<file path="config.mk">
export PLATFORM = sky130hd
export DESIGN_NAME = mux_scan_nx1
export DESIGN_NICKNAME = d
export VERILOG_FILES = /design/src/rtl/mux_scan_nx1.sv
export SDC_FILE = /design/constraint.sdc
export NUM_CORES = 1
export LEC_CHECK = 0
export ABC_AREA = 1
export CORE_ASPECT_RATIO = 2
export CORE_MARGIN = 2
export CORE_UTILIZATION = 50
export CTS_BUF_LIST = sky130_fd_sc_hd__clkbuf_8
export CTS_CLUSTER_SIZE = 24
export DETAILED_ROUTE_END_ITERATION = 6
export HOLD_SLACK_MARGIN = 0.06
export PLACE_DENSITY = 0.95
export SYNTH_ARGS = -nofsm -noshare
export SYNTH_HDL_FRONTEND = slang
export SYNTH_SLANG_ARGS = --single-unit
export TNS_END_PERCENT = 1
</file>
<file path="constraint.sdc">
create_clock -name clk -period 7.3 [get_ports clk]
set_input_delay 2.19 -clock clk [delete_from_list [all_inputs] [get_ports clk]]
set_output_delay 2.19 -clock clk [all_outputs]
set_load 0.01 [all_outputs]
</file>
<file path="src/rtl/mux_scan_nx1.sv">
// Registered N:1 channel multiplexer with a manual-select mode and a round-robin
// auto-scan mode over a per-channel enable mask, presented on a valid/ready output.
module mux_scan_nx1 #(
  parameter int N = 16,
  parameter int W = 8,
  localparam int SW = $clog2(N)
) (
  input  logic           clk,
  input  logic           rst_n,
  input  logic           enable,
  input  logic           mode,
  input  logic [SW-1:0]  sel,
  input  logic [N-1:0]   ch_mask,
  input  logic [N*W-1:0] a,
  output logic [W-1:0]   out_data,
  output logic [SW-1:0]  out_ch,
  output logic           out_valid,
  input  logic           out_ready
);

  localparam logic [SW:0]   N_EXT = (SW+1)'(N);
  localparam logic [SW-1:0] LAST  = SW'(N - 1);

  // Handshake: a beat transfers on any edge where out_valid & out_ready. While
  // out_valid is high and out_ready low, out_data/out_ch/out_valid hold bit-stable;
  // a new beat loads whenever the register is empty or being drained this edge.
  logic ld;
  assign ld = enable & (~out_valid | out_ready);

  logic [W-1:0] ch_data [N];
  for (genvar g = 0; g < N; g++) begin : g_unpack
    assign ch_data[g] = a[g*W +: W];
  end

  // An out-of-range sel only exists when N is not a power of two.
  logic sel_ok;
  if ((1 << SW) == N) begin : g_sel_pow2
    assign sel_ok = 1'b1;
  end else begin : g_sel_npow2
    assign sel_ok = ({1'b0, sel} < N_EXT);
  end

  logic [SW-1:0] ptr;
  logic [SW:0]   cand;
  logic          scan_hit;
  logic [SW-1:0] scan_idx;
  logic [SW-1:0] scan_next;

  // Priority-encode the mask rotated to start at ptr. Walking the offsets from
  // high to low lets the smallest circular offset overwrite the others.
  always_comb begin
    scan_hit = 1'b0;
    scan_idx = '0;
    cand     = '0;
    for (int k = N - 1; k >= 0; k--) begin
      cand = {1'b0, ptr} + (SW+1)'(k);
      if (cand >= N_EXT) cand = cand - N_EXT;
      if (ch_mask[cand[SW-1:0]]) begin
        scan_hit = 1'b1;
        scan_idx = cand[SW-1:0];
      end
    end
  end

  assign scan_next = (scan_idx == LAST) ? '0 : scan_idx + SW'(1);

  logic [SW-1:0] pick_idx;
  logic          pick_ok;
  logic [W-1:0]  pick_data;

  always_comb begin
    pick_idx  = mode ? scan_idx : sel;
    pick_ok   = mode ? scan_hit : sel_ok;
    pick_data = pick_ok ? ch_data[pick_idx] : '0;
  end

  always_ff @(posedge clk) begin
    if (!rst_n) begin
      out_data  <= '0;
      out_ch    <= '0;
      out_valid <= 1'b0;
      ptr       <= '0;
    end else if (!enable) begin
      // Flush drops any pending beat; the scan position is kept for re-enable.
      out_data  <= '0;
      out_ch    <= '0;
      out_valid <= 1'b0;
    end else begin
      if (!mode) ptr <= '0;
      if (ld) begin
        out_valid <= pick_ok;
        out_data  <= pick_data;
        out_ch    <= pick_ok ? pick_idx : '0;
        if (mode && scan_hit) ptr <= scan_next;
      end
    end
  end

endmodule
</file>
After elaboration in Yosys (flattened, before gate mapping):

Cells that the tools add are included.

* $add $sub $neg: 32
* $lt $le $gt $ge: 33
* equal/unequal tests: 1
* multiplexer cells: 91
* bitwise operators: 4
* reductions and logical operators: 2

Operators with widths (count)
* $mux 4: 38
* $ge 5x5->1 const B: 16
* $lt 4x5->1 const B: 16
* $bmux 1 s4: 16
* $sub 4x1->4 const B: 16
* $add 4x4->5 const B: 8
* $mux 1: 33
* $bmux 8 s4: 1
* $mux 8: 3
* $add 4x3->5 const B: 4
* $add 4x2->5 const B: 2
* $add 4x1->5 const B: 1
* $ge 4x5->1 const B: 1
* $not 4->5: 1
* $add 4x1->4 const B: 1
* $eq 4x4->1 const B: 1
* $reduce_and 2->1: 1
* $and 1x1->1: 1
* $logic_and 1x1->1: 1
* $not 1->1: 1
* $or 1x1->1: 1

* register bits after elaboration: 17
* input port bits: 153
* output and inout bits: 13
* logic and storage cells: 167

Logic depth before layout (Yosys ltp):

* depth after elaboration: 27
* mapped depth: 36
* depth with buffers taken out: 35

Worst setup path after synthesis:

OpenSTA, ideal clock, no wires.

* path kind: input-to-reg
* start: input port ch_mask[15]
* end: register out_data[2]
* library setup time: 0.139 ns
* data arrival time: 4.262 ns
* data required time: 7.161 ns
* path slack: 2.899 ns
* stages on the path: 30
* path buffers: 1
* path through: nand2_1 nand3_1 and2_1 nand2_1 nand2_1 nand2_1 nand2_2 a21oi_1 nand2_1 nand2_1 nand2_1 nand2_1 nand2_1 nand2_1 nand2_1 nand2_1 nand2_1 nand2_1 nand2_1 nand2_1 nand2_1 nand2_1 nand2_2 a21boi_4 buf_4 nand3_1 nand3_1 nand2_1 nand2_1 a21oi_2

* longest elaborated chain between the ends: 24
* elaborated cells on any way between the ends: 71
* those cells by class: mux (70); bitwise (1)

Ends and longest elaborated chain
* start, declared: RTL line 13 `input logic [N-1:0] ch_mask,`
* $bmux 1 s4: RTL line 58 `if (ch_mask[cand[SW-1:0]]) begin`
* $mux 1 (not written as such): RTL line 58
* $mux 4 (16 in series): RTL line 58
* $mux 4: RTL line 72 `pick_idx = mode ? scan_idx : sel;`
* $not 4->5 (not written as such): RTL line 74 `pick_data = pick_ok ? ch_data[pick_idx] : '0;`
* $bmux 8 s4: RTL line 74
* $mux 8 (not written as such) (2 in series): RTL line 74
* $mux 8 (*): RTL line 74
* end signal, assigned: RTL line 92 `out_data <= pick_data;`
* end, declared: RTL line 15 `output logic [W-1:0] out_data,`

Every way passes the cells marked *; elsewhere a longest branch is shown, timed or not. The select of a mux whose other input is x is not followed.
A chain may end at the register's enable or synchronous reset.

Final worst setup path:

* start: input port ch_mask[4]
* end: register out_data[1]

The elaborated chain is that of the path after synthesis.

==> flow_summary.yaml <==
detailed_routing:
  wl_um: 17520
  via_per_inst: 5.780
  antenna_left: 0
  vias: 6167
  dr.first_iter.drc_count: 607
  wl_per_cell_um: 16.42
  drc_errors: 5
  firstDrtPassIters: 7
power_and_ir_drop:
  switching_share_pct: 58.35
  clkPwrFrac_pct: 5.9
  finalPower_mw: 1.206
  power_density_nw_per_um2: 203.8
  p_leak_nw: 2.953
  irDropWorstVdd_mv: 0.1031
  p_seq_share_pct: 9.5
  power.internal_mw: 0.5021
  combPwrFrac_pct: 84.6
  p_switching_mw: 0.7035
sta:
  layout_worst_path_cycle_share_pct: 85.30
  finalHoldViolations: 0
  whs_ps: 473.3
  worstMarginPinSlew_ps: 778.5
  tns_ps: 0
  finalSetupViolations: 0
  period_minus_slack_ps: 6227
  slew_headroom_pct: 48.10
  clock-skew-final_ps: 1.061
  fmax_mhz: 160.6
  rsz0062_at_grt: "false"
  slew_viol_final: 0
clock_network:
  clock_path_buffers: 2
  clk_pin_slew_ps: 70
  postCtsSetupRepairBufs: 0
  hold_buffers: 0
  cts-root-buf: "clkbuf_8"
  cts_tree: "built"
  cts.sinks: 17
  cts-buffers-inserted: 3
  htreeDepth: 1
  ctsResizeCount: 0
  clk_latency_ps: 260
worst_setup_path:
  end_kind: "flip-flop"
  cpLargestDelayFamily: "simple AND/OR/NAND/NOR gates"
  path_depth: 30
  cp_slowest_cell: "nand2_4"
  crit_arrival_ps: 6350
  cp-start-kind: "input port"
  crit_path_frequent_cell: "nand2_1"
  cp_max_fo: 67
  worstPathRequired_ps: 7430
  criticalPathCategory: "input port to flip-flop"
  critPathMaxStageDelay_ps: 800
  path_buf_inv: 2
  r2r_cells: 34
flow_run:
  maxCapViolCount: 0
logic_synthesis:
  yosys_warnings: 0
  synth_common_cells: "nand2_1, nand3_1, inv_1"
  yosysMostFrequentCell: "nand2_1"
  syn_nets: 998
  synth_cell_types: 41
  synth.avg_cell_area_sq_um: 5.187
  synth_edf_count: 0
  synth_seq_cells: 17
  synthCells: 837
  synth-main-ff-cell: "dfxtp_1"
  async_flop_share_pct: 0
  ys_seq_area_share_pct: 7.839
  synth_area_leaders: "nand2_1, nand3_1, inv_1, nand3b_1, dfxtp_1"
  synth_top_cell_by_area: "nand2_1"
  synth.top_cell.area_share_pct: 24.03
  netlist_area_sq_um: 4342
layout:
  nets: 1129
  final_cells: 1067
  area_growth_pct: 36.25
  multi_input_area_sq_um: 3284
  nFillCells: 766
  antenna_cells: 0
  regArea_sq_um: 340.3
  final_core_util_pct: 69.37
  final_layout_size_suffix_gt1_share_pct: 5.791
placement:
  port_buffers: 165
  dp_hpwl_um: 14060
  place_congestion: 1.045
  dp_cells: 1063
die:
  die_x_um: 69.89
  initial_core_util_pct: 50.91
  core-area_sq_um: 8528
  dieArea_sq_um: 9490
  die_y_um: 135.8
  rows: 48
  ios: 166
grt:
  track_usage_pct: 35.76
  grt_antenna_before_repair: 0
  grt_max_degree: 68
  grt-ovfl-total: 0
  grt_pass1_vias: 5844
  grt_pass1_wl_um: 27150
status:
  status: "finished with violations"
  failed_checks: "DRC"
hold_path:
  holdPathStages: 2
  hold_class: "flip-flop to flip-flop"
## layout by cell type (no fill, tap or decap), drive strengths merged, types with 2 or more instances in the layout
master,instances
clkbuf,3
ha,8
nand2,299
nor2,15
clkinv,2
buf,4
dfxtp,17
clkdlybuf4s50,165
a31oi,2
nand3b,46
a21oi,52
or2,5
inv,116
xor2,5
nand3,205
o21ai,11
## per-layer routing
metal / up-vias / track usage (%) / wire [um]
li1: 2962 / - / -
met1: 2696 / 32.25 / 5375
met2: 391 / 67.67 / 9301
met3: 118 / 5.432 / 1227
met4: 0 / 30.02 / 1618
met5: - / 0 / 0
## sequential cells by signal, indices dropped and copies added, names as in the netlist
register	cells
out_ch	4
out_data	8
out_valid	1
ptr	4
## final timing paths
path                            startpoint           to  slack [ps]
worst max-delay path            ch_mask[4]  out_data[1]        1070
worst max register to register      ptr[0]  out_data[1]        1740
worst min-delay path             out_ch[1]    out_ch[1]         470
worst min register to register   out_ch[1]    out_ch[1]         470
## layout make-up
type / instances / area share [%]
clock buffer: 3 / 0.6980
clock inverter: 1 / 0.06345
inverter: 117 / 7.424
multi-input combinational: 660 / 55.52
sequential: 17 / 5.753
tap: 100 / 2.115
timing repair buffer: 169 / 28.43
## logic make-up after synthesis
logic type | after synthesis | share of synthesized area (%)
and+or+nand+nor | 575 | 61.79
DFF | 17 | 7.839
xor gates and xnor gates | 6 | 1.729
buffers and inverters | 160 | 16.51
adders and majority gates | 8 | 2.306
AOI/OAI and AO/OA | 71 | 9.827
## metrics by stage
| step | setup slack [ps] | cell area [sq um] |
|---|---|---|
| global route | 688.0 | 5916 |
| floorplan | 2899 | 4342 |
| finish | 1073 | 5916 |
| detailed placement | 986.3 | 5871 |
| global placement | 1061 | 5871 |
| CTS | 1243 | 5916 |
## power groups by stage
| stage | registers [mW] | logic, mW | clock network [mW] |
|---|---|---|---|
| 3_3_place_gp | 0.115 | 0.982 | 0 |
| 4_1_cts | 0.114 | 0.996 | 0.0711 |
| 3_5_place_dp | 0.116 | 0.992 | 0 |
| 2_1_floorplan | 0.112 | 0.749 | 0 |
| 5_1_grt | 0.115 | 1.13 | 0.0737 |
| 6_report | 0.115 | 1.02 | 0.0708 |
## worst min-delay path, cell delays in order, from the launching register on
cell and delay (ps):
dfxtp_1 310, nand2_1 60, a21oi_1 60
Power figures use the tool's default switching activity.
